<file path="config.mk">
export PLATFORM = sky130hd
export DESIGN_NAME = draw_grid_ctl_flat
export DESIGN_NICKNAME = d
export VERILOG_FILES = /design/src/rtl/vga_pkg.sv /design/src/rtl/vga_if.sv /design/src/rtl/grid_cell_locator.sv /design/src/rtl/draw_grid_ctl.sv /design/src/flat_wrapper.sv
export SDC_FILE = /design/constraint.sdc
export NUM_CORES = 1
export LEC_CHECK = 0
export ABC_AREA = 1
export BUFFER_PORTS_ARGS = -buffer_cell sky130_fd_sc_hd__buf_4
export CAP_MARGIN = 20
export CELL_PAD_IN_SITES_DETAIL_PLACEMENT = 1
export CELL_PAD_IN_SITES_GLOBAL_PLACEMENT = 1
export CORE_ASPECT_RATIO = 1.5
export CORE_MARGIN = 2
export CORE_UTILIZATION = 39
export CTS_CLUSTER_DIAMETER = 100
export DETAILED_ROUTE_END_ITERATION = 7
export PLACE_DENSITY = 0.85
export SKIP_LAST_GASP = 1
export SLEW_MARGIN = 5
export SYNTH_ARGS = -nofsm -noshare
export SYNTH_HDL_FRONTEND = slang
export SYNTH_SLANG_ARGS = --single-unit
</file>
<file path="constraint.sdc">
create_clock -name clk -period 1.8 [get_ports clk]
set_clock_uncertainty 0.05 [all_clocks]
set_input_delay 0.18 -clock clk [delete_from_list [all_inputs] [get_ports clk]]
set_output_delay 0.18 -clock clk [all_outputs]
set_load 0.01 [all_outputs]
</file>
<file path="src/rtl/vga_pkg.sv">
// rtl/vga_pkg.sv - shared VGA pipeline widths, grid index type and hover FSM states
package vga_pkg;
    localparam int HCOUNT_W   = 11;
    localparam int RGB_W      = 12;
    localparam int GRID_IDX_W = 4;
    localparam int BLINK_BIT  = 4;

    typedef logic [GRID_IDX_W-1:0] grid_idx_t;

    typedef enum logic [1:0] {
        IDLE,
        CALC,
        DONE
    } hover_state_t;
endpackage

</file>
<file path="src/rtl/vga_if.sv">
// rtl/vga_if.sv - VGA timing plus pixel colour bundle passed between overlay layers
interface vga_if;
    import vga_pkg::*;

    logic [HCOUNT_W-1:0] hcount;
    logic [HCOUNT_W-1:0] vcount;
    logic                hsync;
    logic                vsync;
    logic                hblnk;
    logic                vblnk;
    logic [RGB_W-1:0]    rgb;

    modport in  (input  hcount, vcount, hsync, vsync, hblnk, vblnk, rgb);
    modport out (output hcount, vcount, hsync, vsync, hblnk, vblnk, rgb);
endinterface

</file>
<file path="src/rtl/grid_cell_locator.sv">
// rtl/grid_cell_locator.sv - maps the cursor to grid cell indices once per frame during vblank
module grid_cell_locator
    import vga_pkg::*;
#(
    parameter int X_POS      = 0,
    parameter int Y_POS      = 0,
    parameter int GRID_CELLS = 10,
    parameter int CELL_PITCH = 32
) (
    input  logic                clk,
    input  logic                rst,
    input  logic                vblnk,
    input  logic [HCOUNT_W-1:0] cursor_x,
    input  logic [HCOUNT_W-1:0] cursor_y,
    output grid_idx_t           hover_col,
    output grid_idx_t           hover_row,
    output logic                hover_valid
);
    localparam logic signed [11:0] PITCH_S  = 12'(CELL_PITCH);
    localparam logic signed [11:0] SPAN_S   = 12'(GRID_CELLS * CELL_PITCH);
    localparam grid_idx_t          ITER_MAX = GRID_IDX_W'(GRID_CELLS);

    hover_state_t       r_state;
    hover_state_t       w_next;
    logic               r_vblnk_d;
    logic signed [11:0] r_dx;
    logic signed [11:0] r_dy;
    grid_idx_t          r_qx;
    grid_idx_t          r_qy;
    grid_idx_t          r_iter;
    logic               r_outside;
    grid_idx_t          r_hover_col;
    grid_idx_t          r_hover_row;
    logic               r_hover_valid;

    logic               w_rise;
    logic signed [11:0] w_dx0;
    logic signed [11:0] w_dy0;
    logic               w_outside;
    logic               w_x_done;
    logic               w_y_done;

    assign w_rise    = vblnk & ~r_vblnk_d;
    assign w_dx0     = {1'b0, cursor_x} - 12'(X_POS);
    assign w_dy0     = {1'b0, cursor_y} - 12'(Y_POS);
    // The closing line sits at offset GSPAN-LINE_W and already belongs outside.
    assign w_outside = w_dx0[11] | (w_dx0 >= SPAN_S) | w_dy0[11] | (w_dy0 >= SPAN_S);
    assign w_x_done  = (r_dx < PITCH_S);
    assign w_y_done  = (r_dy < PITCH_S);

    always_ff @(posedge clk) begin
        if (rst) r_state <= IDLE;
        else     r_state <= w_next;
    end

    always_comb begin
        w_next = r_state;
        case (r_state)
            IDLE:    if (w_rise) w_next = CALC;
            CALC:    if ((w_x_done && w_y_done) || (r_iter == ITER_MAX)) w_next = DONE;
            DONE:    w_next = IDLE;
            default: w_next = IDLE;
        endcase
    end

    always_ff @(posedge clk) begin
        if (rst) begin
            // Held high so a reset inside vblank does not look like a fresh frame edge.
            r_vblnk_d     <= 1'b1;
            r_dx          <= '0;
            r_dy          <= '0;
            r_qx          <= '0;
            r_qy          <= '0;
            r_iter        <= '0;
            r_outside     <= 1'b0;
            r_hover_col   <= '0;
            r_hover_row   <= '0;
            r_hover_valid <= 1'b0;
        end else begin
            r_vblnk_d <= vblnk;
            case (r_state)
                IDLE: begin
                    if (w_rise) begin
                        r_dx      <= w_dx0;
                        r_dy      <= w_dy0;
                        r_outside <= w_outside;
                        r_qx      <= '0;
                        r_qy      <= '0;
                        r_iter    <= '0;
                    end
                end
                CALC: begin
                    if (!w_x_done) begin
                        r_dx <= r_dx - PITCH_S;
                        r_qx <= r_qx + 1'b1;
                    end
                    if (!w_y_done) begin
                        r_dy <= r_dy - PITCH_S;
                        r_qy <= r_qy + 1'b1;
                    end
                    r_iter <= r_iter + 1'b1;
                end
                DONE: begin
                    r_hover_valid <= ~r_outside;
                    r_hover_col   <= r_outside ? '0 : r_qx;
                    r_hover_row   <= r_outside ? '0 : r_qy;
                end
                default: ;
            endcase
        end
    end

    assign hover_col   = r_hover_col;
    assign hover_row   = r_hover_row;
    assign hover_valid = r_hover_valid;
endmodule

</file>
<file path="src/rtl/draw_grid_ctl.sv">
// rtl/draw_grid_ctl.sv - N x N grid overlay with hover-cell fill; HOVER_BLINK_EN makes the fill blink
module draw_grid_ctl
    import vga_pkg::*;
#(
    parameter int               X_POS      = 0,
    parameter int               Y_POS      = 0,
    parameter int               GRID_CELLS = 10,
    parameter int               CELL_PITCH = 32,
    parameter int               LINE_W     = 2,
    parameter logic [RGB_W-1:0] LINE_RGB   = 12'hfff,
    parameter logic [RGB_W-1:0] HOVER_RGB  = 12'h0a0
) (
    input  logic                clk,
    input  logic                rst,
    vga_if.in                   in,
    vga_if.out                  out,
    input  logic [HCOUNT_W-1:0] cursor_x,
    input  logic [HCOUNT_W-1:0] cursor_y,
    output grid_idx_t           hover_col,
    output grid_idx_t           hover_row,
    output logic                hover_valid
);
    localparam int GSPAN = GRID_CELLS * CELL_PITCH + LINE_W;
    localparam int OFF_W = $clog2(CELL_PITCH);

    localparam logic [OFF_W-1:0]    OFF_LAST  = OFF_W'(CELL_PITCH - 1);
    localparam logic [OFF_W-1:0]    LINE_LAST = OFF_W'(LINE_W - 1);
    localparam logic [OFF_W-1:0]    LINE_W_C  = OFF_W'(LINE_W);
    localparam grid_idx_t           CELLS_C   = GRID_IDX_W'(GRID_CELLS);
    localparam logic [HCOUNT_W-1:0] X_START   = HCOUNT_W'(X_POS);
    localparam logic [HCOUNT_W-1:0] Y_START   = HCOUNT_W'(Y_POS);
    localparam logic [11:0]         X_LO      = 12'(X_POS);
    localparam logic [11:0]         X_HI      = 12'(X_POS + GSPAN);
    localparam logic [11:0]         Y_LO      = 12'(Y_POS);
    localparam logic [11:0]         Y_HI      = 12'(Y_POS + GSPAN);

    logic [OFF_W-1:0]    r_h_off;
    logic [OFF_W-1:0]    r_v_off;
    grid_idx_t           r_col;
    grid_idx_t           r_row;
    logic                r_in_grid;
    logic [HCOUNT_W-1:0] r_hc1;
    logic [HCOUNT_W-1:0] r_vc1;
    logic                r_hs1;
    logic                r_vs1;
    logic                r_hb1;
    logic                r_vb1;
    logic [RGB_W-1:0]    r_rgb1;

    logic                w_in_grid;
    logic                w_h_frozen;
    logic                w_v_frozen;
    logic                w_is_line;
    logic                w_blink_on;
    logic                w_hover_hit;
    logic [RGB_W-1:0]    w_rgb;

    grid_cell_locator #(
        .X_POS      (X_POS),
        .Y_POS      (Y_POS),
        .GRID_CELLS (GRID_CELLS),
        .CELL_PITCH (CELL_PITCH)
    ) u_locator (
        .clk         (clk),
        .rst         (rst),
        .vblnk       (in.vblnk),
        .cursor_x    (cursor_x),
        .cursor_y    (cursor_y),
        .hover_col   (hover_col),
        .hover_row   (hover_row),
        .hover_valid (hover_valid)
    );

    assign w_in_grid  = ({1'b0, in.hcount} >= X_LO) && ({1'b0, in.hcount} < X_HI) &&
                        ({1'b0, in.vcount} >= Y_LO) && ({1'b0, in.vcount} < Y_HI);
    assign w_h_frozen = (r_col == CELLS_C) && (r_h_off == LINE_LAST);
    assign w_v_frozen = (r_row == CELLS_C) && (r_v_off == LINE_LAST);

    // Stage 1: running offsets inside the current cell stand in for subtract-and-divide.
    always_ff @(posedge clk) begin
        if (rst) begin
            r_h_off   <= '0;
            r_v_off   <= '0;
            r_col     <= '0;
            r_row     <= '0;
            r_in_grid <= 1'b0;
            r_hc1     <= '0;
            r_vc1     <= '0;
            r_hs1     <= 1'b0;
            r_vs1     <= 1'b0;
            r_hb1     <= 1'b0;
            r_vb1     <= 1'b0;
            r_rgb1    <= '0;
        end else begin
            if (in.hcount == X_START) begin
                r_h_off <= '0;
                r_col   <= '0;
            end else if (!w_h_frozen) begin
                if (r_h_off == OFF_LAST) begin
                    r_h_off <= '0;
                    r_col   <= r_col + 1'b1;
                end else begin
                    r_h_off <= r_h_off + 1'b1;
                end
            end
            if (in.hcount == '0) begin
                if (in.vcount == Y_START) begin
                    r_v_off <= '0;
                    r_row   <= '0;
                end else if (!w_v_frozen) begin
                    if (r_v_off == OFF_LAST) begin
                        r_v_off <= '0;
                        r_row   <= r_row + 1'b1;
                    end else begin
                        r_v_off <= r_v_off + 1'b1;
                    end
                end
            end
            r_in_grid <= w_in_grid;
            r_hc1     <= in.hcount;
            r_vc1     <= in.vcount;
            r_hs1     <= in.hsync;
            r_vs1     <= in.vsync;
            r_hb1     <= in.hblnk;
            r_vb1     <= in.vblnk;
            r_rgb1    <= in.rgb;
        end
    end

`ifdef HOVER_BLINK_EN
    logic [7:0] r_frame_cnt;
    logic       r_vblnk_prev;

    always_ff @(posedge clk) begin
        if (rst) begin
            r_frame_cnt  <= '0;
            r_vblnk_prev <= 1'b1;
        end else begin
            r_vblnk_prev <= in.vblnk;
            if (in.vblnk && !r_vblnk_prev) r_frame_cnt <= r_frame_cnt + 8'd1;
        end
    end

    assign w_blink_on = ~r_frame_cnt[BLINK_BIT];
`else
    assign w_blink_on = 1'b1;
`endif

    assign w_is_line   = (r_h_off < LINE_W_C) || (r_v_off < LINE_W_C);
    assign w_hover_hit = r_in_grid && hover_valid && w_blink_on &&
                         (r_col == hover_col) && (r_row == hover_row);

    always_comb begin
        w_rgb = r_rgb1;
        if (r_hb1 || r_vb1)            w_rgb = '0;
        else if (r_in_grid && w_is_line) w_rgb = LINE_RGB;
        else if (w_hover_hit)          w_rgb = HOVER_RGB;
    end

    always_ff @(posedge clk) begin
        if (rst) begin
            out.hcount <= '0;
            out.vcount <= '0;
            out.hsync  <= 1'b0;
            out.vsync  <= 1'b0;
            out.hblnk  <= 1'b0;
            out.vblnk  <= 1'b0;
            out.rgb    <= '0;
        end else begin
            out.hcount <= r_hc1;
            out.vcount <= r_vc1;
            out.hsync  <= r_hs1;
            out.vsync  <= r_vs1;
            out.hblnk  <= r_hb1;
            out.vblnk  <= r_vb1;
            out.rgb    <= w_rgb;
        end
    end
endmodule

</file>
<file path="src/flat_wrapper.sv">
// flat-port wrapper written by rule: the top's interface ports become plain ports
module draw_grid_ctl_flat import vga_pkg::*;
#(
    parameter int               X_POS      = 0,
    parameter int               Y_POS      = 0,
    parameter int               GRID_CELLS = 10,
    parameter int               CELL_PITCH = 32,
    parameter int               LINE_W     = 2,
    parameter logic [RGB_W-1:0] LINE_RGB   = 12'hfff,
    parameter logic [RGB_W-1:0] HOVER_RGB  = 12'h0a0
)
  (clk, rst, cursor_x, cursor_y, hover_col, hover_row, hover_valid, in_hcount, in_vcount, in_hsync, in_vsync, in_hblnk, in_vblnk, in_rgb, out_hcount, out_vcount, out_hsync, out_vsync, out_hblnk, out_vblnk, out_rgb);
  vga_if in_i ();
  vga_if out_i ();
  input  logic clk;
  input  logic rst;
  input  logic [HCOUNT_W-1:0] cursor_x;
  input  logic [HCOUNT_W-1:0] cursor_y;
  output grid_idx_t hover_col;
  output grid_idx_t hover_row;
  output logic hover_valid;
  input wire logic [$bits(in_i.hcount)-1:0] in_hcount;
  input wire logic [$bits(in_i.vcount)-1:0] in_vcount;
  input wire logic [$bits(in_i.hsync)-1:0] in_hsync;
  input wire logic [$bits(in_i.vsync)-1:0] in_vsync;
  input wire logic [$bits(in_i.hblnk)-1:0] in_hblnk;
  input wire logic [$bits(in_i.vblnk)-1:0] in_vblnk;
  input wire logic [$bits(in_i.rgb)-1:0] in_rgb;
  output wire logic [$bits(out_i.hcount)-1:0] out_hcount;
  output wire logic [$bits(out_i.vcount)-1:0] out_vcount;
  output wire logic [$bits(out_i.hsync)-1:0] out_hsync;
  output wire logic [$bits(out_i.vsync)-1:0] out_vsync;
  output wire logic [$bits(out_i.hblnk)-1:0] out_hblnk;
  output wire logic [$bits(out_i.vblnk)-1:0] out_vblnk;
  output wire logic [$bits(out_i.rgb)-1:0] out_rgb;
  assign in_i.hcount = in_hcount;
  assign in_i.vcount = in_vcount;
  assign in_i.hsync = in_hsync;
  assign in_i.vsync = in_vsync;
  assign in_i.hblnk = in_hblnk;
  assign in_i.vblnk = in_vblnk;
  assign in_i.rgb = in_rgb;
  assign out_hcount = out_i.hcount;
  assign out_vcount = out_i.vcount;
  assign out_hsync = out_i.hsync;
  assign out_vsync = out_i.vsync;
  assign out_hblnk = out_i.hblnk;
  assign out_vblnk = out_i.vblnk;
  assign out_rgb = out_i.rgb;
  draw_grid_ctl #(.X_POS(X_POS), .Y_POS(Y_POS), .GRID_CELLS(GRID_CELLS), .CELL_PITCH(CELL_PITCH), .LINE_W(LINE_W), .LINE_RGB(LINE_RGB), .HOVER_RGB(HOVER_RGB)) u_core (.clk(clk), .rst(rst), .in(in_i), .out(out_i), .cursor_x(cursor_x), .cursor_y(cursor_y), .hover_col(hover_col), .hover_row(hover_row), .hover_valid(hover_valid));
endmodule
</file>
Word-level counts from Yosys, hierarchy flattened
Index checks and enable logic that the tools add are counted.
- register bits after elaboration: 144
- logic and storage cells: 120
- input bits: 62
- $add $sub $neg: 9
- magnitude comparators: 8
- mux-type cells: 26
- equal/unequal tests: 16
- reduce and logical (&&, ||, !) cells: 26
- bitwise logic cells: 5
- operators by type and width (operator ; number):
    12-bit two-way mux ; 6
    12-bit one-hot mux with 2 select lines ; 2
    4-bit two-way mux ; 8
    12-bit by 7-bit less-than comparator with 1-bit output (second input constant) ; 2
    4-bit one-hot mux with 2 select lines ; 3
    12-bit by 7-bit subtractor with 12-bit output (second input constant) ; 2
    11-bit by 9-bit >= comparator with 1-bit output (second input constant) ; 2
    11-bit logical NOT ; 2
    11-bit by 9-bit less-than comparator with 1-bit output (second input constant) ; 2
    4-bit by 1-bit adder with 4-bit output (second input constant) ; 5
    5-bit two-way mux ; 4
    4-bit == test (second input constant) ; 3
    5-bit by 1-bit adder with 5-bit output (second input constant) ; 2
    5-bit by 1-bit == test with 1-bit output (second input constant) ; 2
    5-bit == test (second input constant) ; 2
    5-bit by 2-bit less-than comparator with 1-bit output (second input constant) ; 2
    2-bit inequality test (second input constant) ; 5
    2-bit AND reduction ; 5
    3-bit AND reduction ; 3
    4-bit == test ; 2
    1-bit logical AND ; 8
    2-bit two-way mux ; 2
    2-bit one-hot mux with 2 select lines ; 1
    2-bit nonzero test ; 2
    other kinds (8) ; 13

Depth between registers and ports, before layout
Gate-level depths: netlist of run 1.
- depth after elaboration: 5
- gate-level depth with buffers: 11
- gate-level depth less buffers: 11

Modules after synthesis
Synthesis of run 1 repeated with hierarchy kept, for this count alone.
- cell total of the unflattened synthesis: 742
- area total of the unflattened synthesis: 5686.7 um^2
- modules (own cells, without submodules) (module ; cells an instance ; area each (um^2) ; sequential area each (um^2) ; times used):
    draw_grid_ctl ; 443 ; 3584.7 ; 1901.8 ; 1
    grid_cell_locator ; 299 ; 2102.0 ; 780.7 ; 1

Least setup slack after synthesis of run 1
Ideal clock, no wire load.
- path kind: register to register
- start point: register u_core.r_v_off[0]
- end point: register u_core.r_row[1]
- stages on the path, launching flop included: 10
- required time: 1.629 ns
- path slack: 0.281 ns
- clock period less this slack: 1.519 ns
- data arrival time: 1.348 ns
- setup time: 0.121 ns
- cell sequence: dfxtp_1 ha_1 nand2_1 nor2_1 ha_1 inv_1 o21ai_2 nand2_1 nand3_1 o21ai_0
- longest elaborated chain between the ends: 4
- elaborated cells on any way between the ends: 6
- classes of those cells: 3 x eq/ne; 3 x reduce/logical
- RTL lines (what ; RTL line ; RTL):
    start, declared ; draw_grid_ctl.sv:38 ; logic [OFF_W-1:0] r_v_off;
    start signal, assigned ; draw_grid_ctl.sv:115 ; r_v_off <= r_v_off + 1'b1;
    5-bit by 1-bit == test with 1-bit output ; draw_grid_ctl.sv:77 ; assign w_v_frozen = (r_row == CELLS_C) && (r_v_off == LINE_LAST);
    1-bit logical AND ; draw_grid_ctl.sv:77 ;
    2-bit inequality test (no line) ; - ;
    3-bit AND reduction (no line) * ; - ;
    end signal, assigned ; draw_grid_ctl.sv:113 ; r_row <= r_row + 1'b1;
    end, declared ; draw_grid_ctl.sv:40 ; grid_idx_t r_row;
Every way passes the cells marked *; elsewhere a longest branch is shown, timed or not.
A chain may end at the register's enable or synchronous reset.

Worst setup path in the final report of run 1
- start point: register u_core.r_v_off[0]
- end point: register u_core.r_v_off[2]
- longest elaborated chain between the ends: 4
- elaborated cells on any way between the ends: 9
- classes of those cells: 1 x add/sub; 3 x eq/ne; 3 x mux; 2 x reduce/logical
- RTL lines (what ; RTL line):
    5-bit by 1-bit adder with 5-bit output, or another cell as far along ; draw_grid_ctl.sv:115
    5-bit two-way mux / 1-bit logical AND (equally long branches) ; draw_grid_ctl.sv:111, draw_grid_ctl.sv:77
    5-bit two-way mux / 2-bit inequality test (equally long branches) ; -
    5-bit two-way mux / 2-bit AND reduction (equally long branches) ; -
Parallel ways exist; a longest one is shown, timed or not. The select of a mux whose other input is x is not followed.

==> results_dict.tcl, run 1 <==
set metrics [dict create \
    status "finished, violations left" \
    violations "negative setup slack" \
    synth_fp_nets 818 \
    numCtsBuffers 17 \
    gr-usage-met3_pct 3.51 \
    final.setup.tns_ns -0.0350 \
    min_to "u_core.u_locator.r_outside$_SDFFE_PP0P_" \
    min-delay-start "cursor_x[10]" \
    place_congestion 0.814 \
    relSlewSlack_pct 64.0 \
    cp-start-kind "flop" \
    place_ws_ns 0.114 \
    antenna_found_initial 0 \
    grt_max_degree 94 \
    final_cells 1064 \
    synth_top_family_by_area "simple AND/OR/NAND/NOR gates" \
    final_common_cell "nand2_1" \
    timing.final.ws_setup_ns -0.0350 \
    grt_use_met2_pct 46.5 \
    clk-insertion-delay-late_ns 0.43 \
    yosysWarnings 0 \
    io_buffers 98 \
    met1_usage_pct 22.3 \
    yosys.area_share.simple_pct 26.9 \
    rows 52 \
    gr-total-overflow 0 \
    drive_above_1_share_pct 19.4 \
    maxSlewViolCount 0 \
    wl_per_cell_um 15.8 \
    core_area_mm2 0.0136 \
    final_core_util_pct 54.4 \
    syn_area_per_cell_um2 7.37 \
    fin_crit_ns 1.84 \
    nNetsFinal 967 \
    p_leak_nw 3.49 \
    ioPinCount 109 \
    synthesis.instances 740 \
    path_clk_slew_ns 0.07 \
    drt_pass1_iterations 4 \
    clk_path_buf_depth 2 \
    cts.root.buffer_cell "clkbuf_16" \
    totalWireLength_mm 16.8 \
    r2r_end "u_core.r_v_off[2]$_SDFFE_PP0P_" \
    hold_depth 3 \
    clkSinkCount 134 \
    grt_pass1_vias 5588 \
    place_hpwl_mm 10.0 \
    ys_seq_area_share_pct 49.2 \
    r2r_cells 8 \
    synthAdderAreaFrac_pct 3.67 \
    fill_cells 1683 \
    area_growth_syn_to_layout_pct 35.7 \
    synth_mux_area_share_pct 0 \
    pwr_density_cell_mw_per_mm2 1030 \
    synth_cell_types 36 \
    ys.flop_type "dfxtp_1" \
    required_ns 2.09 \
    period_share_pct 102 \
    grt_pass1_wl_mm 27.0 \
    reg2reg_from "u_core.r_v_off[0]$_SDFFE_PP0P_" \
    worstSetupPathType "flop to flop" \
    drt_iter0_drc 121 \
    max-cap-violations 0 \
    synthArstFlopShare_pct 0 \
    die_width_um 101 \
    insertedDiodeCount 0 \
    drc 0 \
    start_util_pct 40.1 \
    crit_slowest_cell "dfxtp_2" \
    cts_tree "built" \
    dieArea_mm2 0.0150 \
    cpLargestDelayFamily "simple AND/OR/NAND/NOR gates" \
    clock.fmax_mhz 545 \
    via_per_inst 4.86 \
    cp_max_fo 6 \
    crit_chain "ha_1, nand2_1, nor2_1, ha_1, buf_4, nor3b_1, nand4_1, a21oi_2" \
    cp.buffers_inverters 1 \
    dp.cells 994 \
    synth-edff-count 0 \
    synth_xor_area_share_pct 1.93 \
    cp.depth 8 \
    vias 5175 \
    rsz0062_at_grt "true" \
    layout_common_cells "155 x nand2_1, 136 x nor2_1, 132 x dfxtp_1, 114 x inv_1, 112 x buf_4" \
    top_usage_layer "met2" \
    slowest_delay_ns 0.36 \
    synth_compound_area_share_pct 8.37 \
    min_path_type "input pin to flop" \
    setup_viol 1 \
    r2r_slack_ns -0.04 \
    htreeDepth 4 \
    synth_area_mm2 0.00546 \
    ys_seq_elements 134 \
    die_y_um 149 \
    peakVddDrop_mv 0.605 \
    worst_pin_slew_ns 0.538 \
    cp_common_cell "ha_1" \
    ant_nets 0 \
    track_usage_pct 23.2 \
    worstPathArrival_ns 2.13 \
    endpoint_kind "flop" \
    final_hold_viol_count 0 \
]
-- cells by family after synthesis --
group | count (synthesis)
AND/OR/NAND/NOR | 357
buffers and inverters | 138
flip-flops | 134
AO/OA/AOI/OAI | 83
adder cells (fa/ha/maj) | 16
XOR/XNOR | 12
-- flip-flops by register name, summed over array words and instances, names as in the netlist, 7 cells and up --
register / cells
u_core.out.rgb: 12
u_core.u_locator.r_dx: 7
u_core.r_rgb1: 12
u_core.out.hcount: 11
u_core.u_locator.r_dy: 7
u_core.out.vcount: 11
u_core.r_vc1: 11
u_core.r_hc1: 11
-- cells in the mapped netlist, types with 2 or more instances --
master | instances | area (um2)
or2_2 | 3 | 18.8
nor3_1 | 3 | 15.0
xnor2_1 | 6 | 52.6
buf_6 | 2 | 22.5
dfxtp_1 | 134 | 2680
clkbuf_1 | 10 | 37.5
ha_1 | 16 | 200
buf_1 | 2 | 7.51
nand3_1 | 33 | 165
xor2_1 | 6 | 52.6
o21ai_0 | 18 | 90.1
buf_2 | 7 | 35.0
inv_1 | 114 | 428
nand4_1 | 7 | 43.8
nor2_1 | 138 | 518
nor2_2 | 2 | 12.5
nand2_1 | 158 | 593
nand2_2 | 5 | 31.3
o22ai_1 | 4 | 25.0
a21oi_2 | 2 | 17.5
nand2_4 | 2 | 22.5
inv_2 | 2 | 7.51
a21oi_1 | 53 | 265
-- how the worst max path moves through the flow --
stage | start | to | slack [ns]
2_1_floorplan | u_core.r_v_off[0]$_SDFFE_PP0P_ | u_core.r_row[1]$_SDFFE_PP0P_ | 0.28
6_report | u_core.r_v_off[0]$_SDFFE_PP0P_ | u_core.r_v_off[2]$_SDFFE_PP0P_ | -0.04
5_1_grt | u_core.r_v_off[0]$_SDFFE_PP0P_ | u_core.r_v_off[2]$_SDFFE_PP0P_ | -0.09
3_3_place_gp | u_core.r_v_off[0]$_SDFFE_PP0P_ | u_core.r_row[1]$_SDFFE_PP0P_ | 0.16
3_5_place_dp | u_core.r_v_off[0]$_SDFFE_PP0P_ | u_core.r_row[1]$_SDFFE_PP0P_ | 0.11
4_1_cts | u_core.r_v_off[0]$_SDFFE_PP0P_ | u_core.r_row[1]$_SDFFE_PP0P_ | 0.04
-- per-layer routing --
metal	routed length, um	part of all wire [%]
met3	406	2.4
met4	612	3.6
met1	6180	37
met5	0	0
met2	9610	57
-- through the flow --
step	hold slack, ns	total power, mW	instance area [um2]
CTS	0.00432	7.55	7380
floorplan	0.237	3.71	5460
finish	0.0146	7.60	7400
global route	0.0278	7.88	7400
global placement	0.330	4.01	6420
detailed placement	0.339	4.04	6420
-- final cells by class --
type,count,area [um2],area share [%]
Timing Repair Buffer,151,1240,16.8
Sequential cell,134,2690,36.3
Clock inverter,15,160,2.16
Clock buffer,17,425,5.75
Multi-Input combinational cell,468,2250,30.4
Tap cell,162,203,2.74
Inverter,117,439,5.93
-- tightest hold or removal path, cell delays in order --
cell     delay [ns]
buf_4          0.08
nor4_1         0.05
a41oi_1        0.14
-- where the power goes --
group	internal, mW	switching [mW]	leakage [nW]
sequential	3.09	0.0674	1.10
clock	1.97	1.55	0.284
combinational	0.383	0.534	2.11
-- timing repair --
action,in CTS,in global routing
endpoints found under the hold margin,39,0
buffers inserted,0,0
endpoints found under the setup margin,0,12
resized for setup,0,10
hold buffers,38,0
No activity file was read; power rests on OpenSTA's default activity.
==> run 2: changes to the inputs <==
--- a/config.mk
+++ b/config.mk
@@ -12,10 +12,10 @@
 export CELL_PAD_IN_SITES_GLOBAL_PLACEMENT = 1
 export CORE_ASPECT_RATIO = 1.5
 export CORE_MARGIN = 2
-export CORE_UTILIZATION = 39
+export CORE_UTILIZATION = 42
 export CTS_CLUSTER_DIAMETER = 100
 export DETAILED_ROUTE_END_ITERATION = 7
-export PLACE_DENSITY = 0.85
+export PLACE_DENSITY_LB_ADDON = 0.1
 export SKIP_LAST_GASP = 1
 export SLEW_MARGIN = 5
 export SYNTH_ARGS = -nofsm -noshare
==> constraint.sdc (replaced) <==
create_clock -name clk -period 2.4 [get_ports clk]
set_clock_uncertainty 0.05 [all_clocks]
set_input_delay 0.24 -clock clk [delete_from_list [all_inputs] [get_ports clk]]
set_output_delay 0.24 -clock clk [all_outputs]
set_load 0.01 [all_outputs]
==> results_dict.tcl, run 2 (same netlist as run 1, synthesis figures left out) <==
set metrics [dict create \
    status "finished clean" \
    ant_nets 0 \
    vias 5026 \
    fin_crit_ns 1.91 \
    worst_pin_slew_ns 0.563 \
    fill_cells 1607 \
    grt_pass1_vias 5349 \
    totalWireLength_mm 14.8 \
    antenna_found_initial 0 \
    max-cap-violations 0 \
    grt_pass1_wl_mm 24.6 \
    min_path_type "input pin to flop" \
    multi_input_area_mm2 0.00223 \
    clkSinkCount 134 \
    die_width_um 97.1 \
    cts_tree "built" \
    seq_area_mm2 0.00268 \
    die_y_um 144 \
    final_core_util_pct 55.5 \
    layout_common_cells "158 x nand2_1, 138 x nor2_1, 134 x dfxtp_1, 114 x inv_1, 102 x buf_4" \
    p_total_mw 5.74 \
    drt_iter0_drc 122 \
    cts_setup_buffers 0 \
    nNetsFinal 935 \
    clk_path_buf_depth 2 \
    numCtsBuffers 17 \
    via_per_inst 4.88 \
    final_common_cell "nand2_1" \
    relSlewSlack_pct 62.1 \
    start_util_pct 42.5 \
    cp-start-kind "input pin" \
    area_growth_syn_to_layout_pct 30.4 \
    peakVddDrop_mv 0.516 \
    drive_above_1_share_pct 17.7 \
    place_congestion 0.791 \
    gr-total-overflow 0 \
    grt_max_degree 46 \
    endpoint_kind "flop" \
    ioPinCount 109 \
    setup_viol 0 \
    worstPathArrival_ns 2.16 \
    cts.root.buffer_cell "clkbuf_16" \
    htreeDepth 4 \
    rsz0062_at_grt "false" \
    drc 0 \
    p_leak_nw 3.36 \
    drt_pass1_iterations 4 \
    pwr_density_cell_mw_per_mm2 806 \
    period_share_pct 79.5 \
    io_buffers 98 \
    cp_max_fo 12 \
    maxSlewViolCount 0 \
    place_hpwl_mm 10.4 \
    path_clk_slew_ns 0.06 \
    place_area_mm2 0.00632 \
    reg_top3 "u_core.out.rgb x12, u_core.r_rgb1 x12" \
    final.setup.tns_ns 0 \
    dieArea_mm2 0.0139 \
    core_area_mm2 0.0128 \
    rows 51 \
    final_hold_viol_count 0 \
    clock.fmax_mhz 524 \
    cts-resized-gates 0 \
    required_ns 2.65 \
    track_usage_pct 21.9 \
    insertedDiodeCount 0 \
    clk-insertion-delay-late_ns 0.41 \
    worstSetupPathType "input pin to flop" \
    stdcell_area_mm2 0.00712 \
    wl_per_cell_um 14.4 \
]
[run 2: cell types whose count changed in the layout (fill, tap and decap cells not counted), sizes merged, moves of 2 or more]
| cell | previous run | this run |
|---|---|---|
| dlygate4sd3 | 38 | 17 |
| buf | 113 | 102 |
| inv | 126 | 119 |
| bufinv | 1 | 4 |
| clkinv | 3 | 5 |
[run 2: area by class of cell]
class | count | share of cell area [%]
well taps | 159 | 2.80
repair buffers | 119 | 13.2
inverters | 117 | 6.17
flip-flops and latches | 134 | 37.7
clock inverters | 14 | 2.80
clock buffers | 18 | 6.03
multi-input cells | 468 | 31.4
[run 2: what timing repair did]
item | 4_1_cts | 5_1_grt
endpoints found under the setup margin | 0 | 0
endpoints found under the hold margin | 17 | 0
hold buffers | 17 | 0
[run 2: worst paths after layout]
path                            slack (ns)  cells past startpoint                            from                               endpoint
worst max-delay path                  0.49                      9                        in_vblnk  u_core.u_locator.r_dx[6]$_SDFFE_PP0P_
worst min register to register        0.35                      2      u_core.r_vc1[6]$_SDFF_PP0_        u_core.out.vcount[6]$_SDFF_PP0_
worst max register to register        0.53                      9  u_core.r_v_off[0]$_SDFFE_PP0P_           u_core.r_row[1]$_SDFFE_PP0P_
worst min-delay path                  0.01                      3                      in_rgb[11]           u_core.r_rgb1[11]$_SDFF_PP0_
[run 2: through the flow]
stage / std cells / hold slack, ns / setup slack [ns]
6_report: 1029 / 0.0108 / 0.493
5_1_grt: 1029 / 0.00926 / 0.323
4_1_cts: 1029 / 0.00454 / 0.492
3_5_place_dp: 980 / 0.346 / 0.588
3_3_place_gp: 980 / 0.340 / 0.643
2_1_floorplan: 740 / 0.297 / 0.881
[run 2: where the power goes]
part	switching (mW)	internal (mW)	total [mW]
logic	0.375	0.240	0.615
clock network	1.00	1.75	2.75
registers	0.0473	2.32	2.37
total	1.42	4.31	5.74
[run 2: critical path, stage by stage]
cell and delay [ns]:
dlygate4sd3_1 0.52, buf_4 0.10, inv_1 0.05, nor2_1 0.10, nand3_2 0.20, nand2_2 0.26
nand2_1 0.35, o21ai_0 0.27, nor2_1 0.06
[run 2: routing by layer]
metal	vias up	GRT usage, %	routed length, um
met5	-	0	0
met4	0	7.19	212
met3	19	4.09	426
met2	91	45.7	8530
met1	2413	21.1	5660
li1	2503	-	-
==> run 3: changes to the inputs <==
--- a/config.mk
+++ b/config.mk
@@ -12,7 +12,7 @@
 export CELL_PAD_IN_SITES_GLOBAL_PLACEMENT = 1
 export CORE_ASPECT_RATIO = 1.5
 export CORE_MARGIN = 2
-export CORE_UTILIZATION = 42
+export CORE_UTILIZATION = 39
 export CTS_CLUSTER_DIAMETER = 100
 export DETAILED_ROUTE_END_ITERATION = 7
 export PLACE_DENSITY_LB_ADDON = 0.1
==> constraint.sdc (replaced) <==
create_clock -name clk -period 1.82 [get_ports clk]
set_clock_uncertainty 0.05 [all_clocks]
set_input_delay 0.182 -clock clk [delete_from_list [all_inputs] [get_ports clk]]
set_output_delay 0.182 -clock clk [all_outputs]
set_load 0.01 [all_outputs]
==> results_dict.tcl, run 3 (same netlist as run 1, synthesis figures left out) <==
set metrics [dict create \
    grt_pass1_wl_mm 25.1 \
    nNetsFinal 966 \
    final_hold_viol_count 0 \
    path_clk_slew_ns 0.06 \
    p_leak_nw 3.49 \
    min_path_type "input pin to flop" \
    reg2reg_from "u_core.r_h_off[2]$_SDFFE_PP0N_" \
    drive_above_1_share_pct 19.2 \
    reg_top3 "u_core.out.rgb x12, u_core.r_rgb1 x12" \
    top_layer "met4" \
    start_util_pct 40.1 \
    r2r_end "u_core.out.rgb[8]$_SDFF_PP0_" \
    antenna_found_initial 0 \
    timing.final.ws_setup_ns 0.103 \
    hold_depth 3 \
    r2r_cells 5 \
    m1WireLength_mm 5.81 \
    io_buffers 98 \
    layout_common_cells "156 x nand2_1, 137 x nor2_1, 133 x dfxtp_1, 113 x inv_1, 112 x buf_4" \
    endpoint_kind "flop" \
    die_width_um 101 \
    drt_pass1_iterations 4 \
    max-cap-violations 0 \
    clkSinkCount 134 \
    grt_pass1_vias 5591 \
    relSlewSlack_pct 67.9 \
    dieArea_mm2 0.0150 \
    worstSetupPathType "input pin to flop" \
    r2r_slack_ns 0.13 \
    grt_max_degree 94 \
    min-delay-start "in_vcount[3]" \
    gr-total-overflow 0 \
    rsz0062_at_grt "false" \
    pwr_density_cell_mw_per_mm2 1010 \
    cp_max_fo 7 \
    status "finished clean" \
    maxSlewViolCount 0 \
    ioPinCount 109 \
    cp-start-kind "input pin" \
    setup.worst_path.start "in_vcount[9]" \
    place_ws_ns 0.0436 \
    final.setup.tns_ns 0 \
    min_to "u_core.r_vc1[3]$_SDFF_PP0_" \
    place_congestion 0.845 \
    clock.fmax_mhz 582 \
    worst_pin_slew_ns 0.481 \
    htreeDepth 4 \
    area_growth_syn_to_layout_pct 35.7 \
    clk-insertion-delay-late_ns 0.41 \
    setup_viol 0 \
    totalWireLength_mm 15.3 \
    peakVddDrop_mv 0.486 \
    period_share_pct 94.4 \
    place_hpwl_mm 10.5 \
    die_y_um 149 \
    vias 5112 \
    route.met2.wl_mm 8.81 \
    via_per_inst 4.81 \
    final_common_cell "nand2_1" \
    track_usage_pct 21.1 \
    ant_nets 0 \
    cts_tree "built" \
    numCtsBuffers 17 \
    drc 0 \
    clk_path_buf_depth 2 \
    fill_cells 1679 \
    fin_crit_ns 1.72 \
    drt_iter0_drc 103 \
    insertedDiodeCount 0 \
    wl_per_cell_um 14.4 \
    core_area_mm2 0.0136 \
    wl_met3_um 357 \
    required_ns 2.05 \
    worstPathArrival_ns 1.94 \
    rows 52 \
    cts.root.buffer_cell "clkbuf_16" \
]
## run 3: worst max-delay path by stage
| stage | slack, ns | end | depth (start not counted) |
|---|---|---|---|
| floorplan | 0.30 | u_core.r_row[1]$_SDFFE_PP0P_ | 9 |
| global placement | 0.13 | u_core.r_row[0]$_SDFFE_PP0P_ | 9 |
| detailed placement | 0.04 | u_core.r_row[0]$_SDFFE_PP0P_ | 9 |
| CTS | 0.05 | u_core.r_v_off[3]$_SDFFE_PP0P_ | 10 |
| global route | 0.005 | u_core.r_v_off[3]$_SDFFE_PP0P_ | 10 |
| finish | 0.10 | u_core.r_v_off[3]$_SDFFE_PP0P_ | 10 |
## run 3: routing by layer
metal | GRT usage [%] | up-vias
li1 | - | 2562
met1 | 19.8 | 2439
met2 | 43.6 | 85
met3 | 3.56 | 26
met4 | 7.81 | 0
met5 | 0 | -
## run 3: what timing repair did
| item | 4_1_cts | 5_1_grt |
|---|---|---|
| endpoints found under the setup margin | 1 | 11 |
| gates cloned | 0 | 0 |
| buffers inserted | 0 | 1 |
| gates resized for setup | 1 | 6 |
| hold buffers | 37 | 0 |
| hold endpoints to repair | 38 | 0 |
## run 3: power breakdown
part	internal, mW	leakage, nW	switching [mW]	total [mW]
Combinational	0.377	2.10	0.510	0.887
Clock	2.09	0.294	1.38	3.47
Sequential	3.06	1.10	0.0620	3.12
## run 3: cell type report
cell class                 count  area [um2]  share of cell area, %
clock buffer                  18         439                   5.93
sequential                   134        2680                   36.3
tap                          162         203                   2.74
timing repair buffer         150        1230                   16.6
clock inverter                14         163                   2.20
multi-input combinational    468        2240                   30.3
inverter                     117         439                   5.93
## run 3: metrics by stage
stage	hold WS, ns	total power [mW]	util (%)	area [um2]	cells
after floorplan	0.239	3.67	-	5460	740
after global placement	0.336	3.96	47.1	6410	993
after detailed placement	0.343	4.00	47.1	6410	993
after CTS	0.0177	7.57	54.3	7380	1062
after global routing	0.0295	7.80	54.4	7400	1063
final	0.0294	7.48	54.4	7400	1063
## run 3: worst max-delay path: stages
cell	delay [ns]
dlygate4sd3_1	0.54
buf_4	0.14
nor2_1	0.19
nand2_1	0.08
nor2_1	0.21
nand2_2	0.15
nand2_1	0.11
nand2_1	0.15
nand2_1	0.11
a21oi_1	0.07
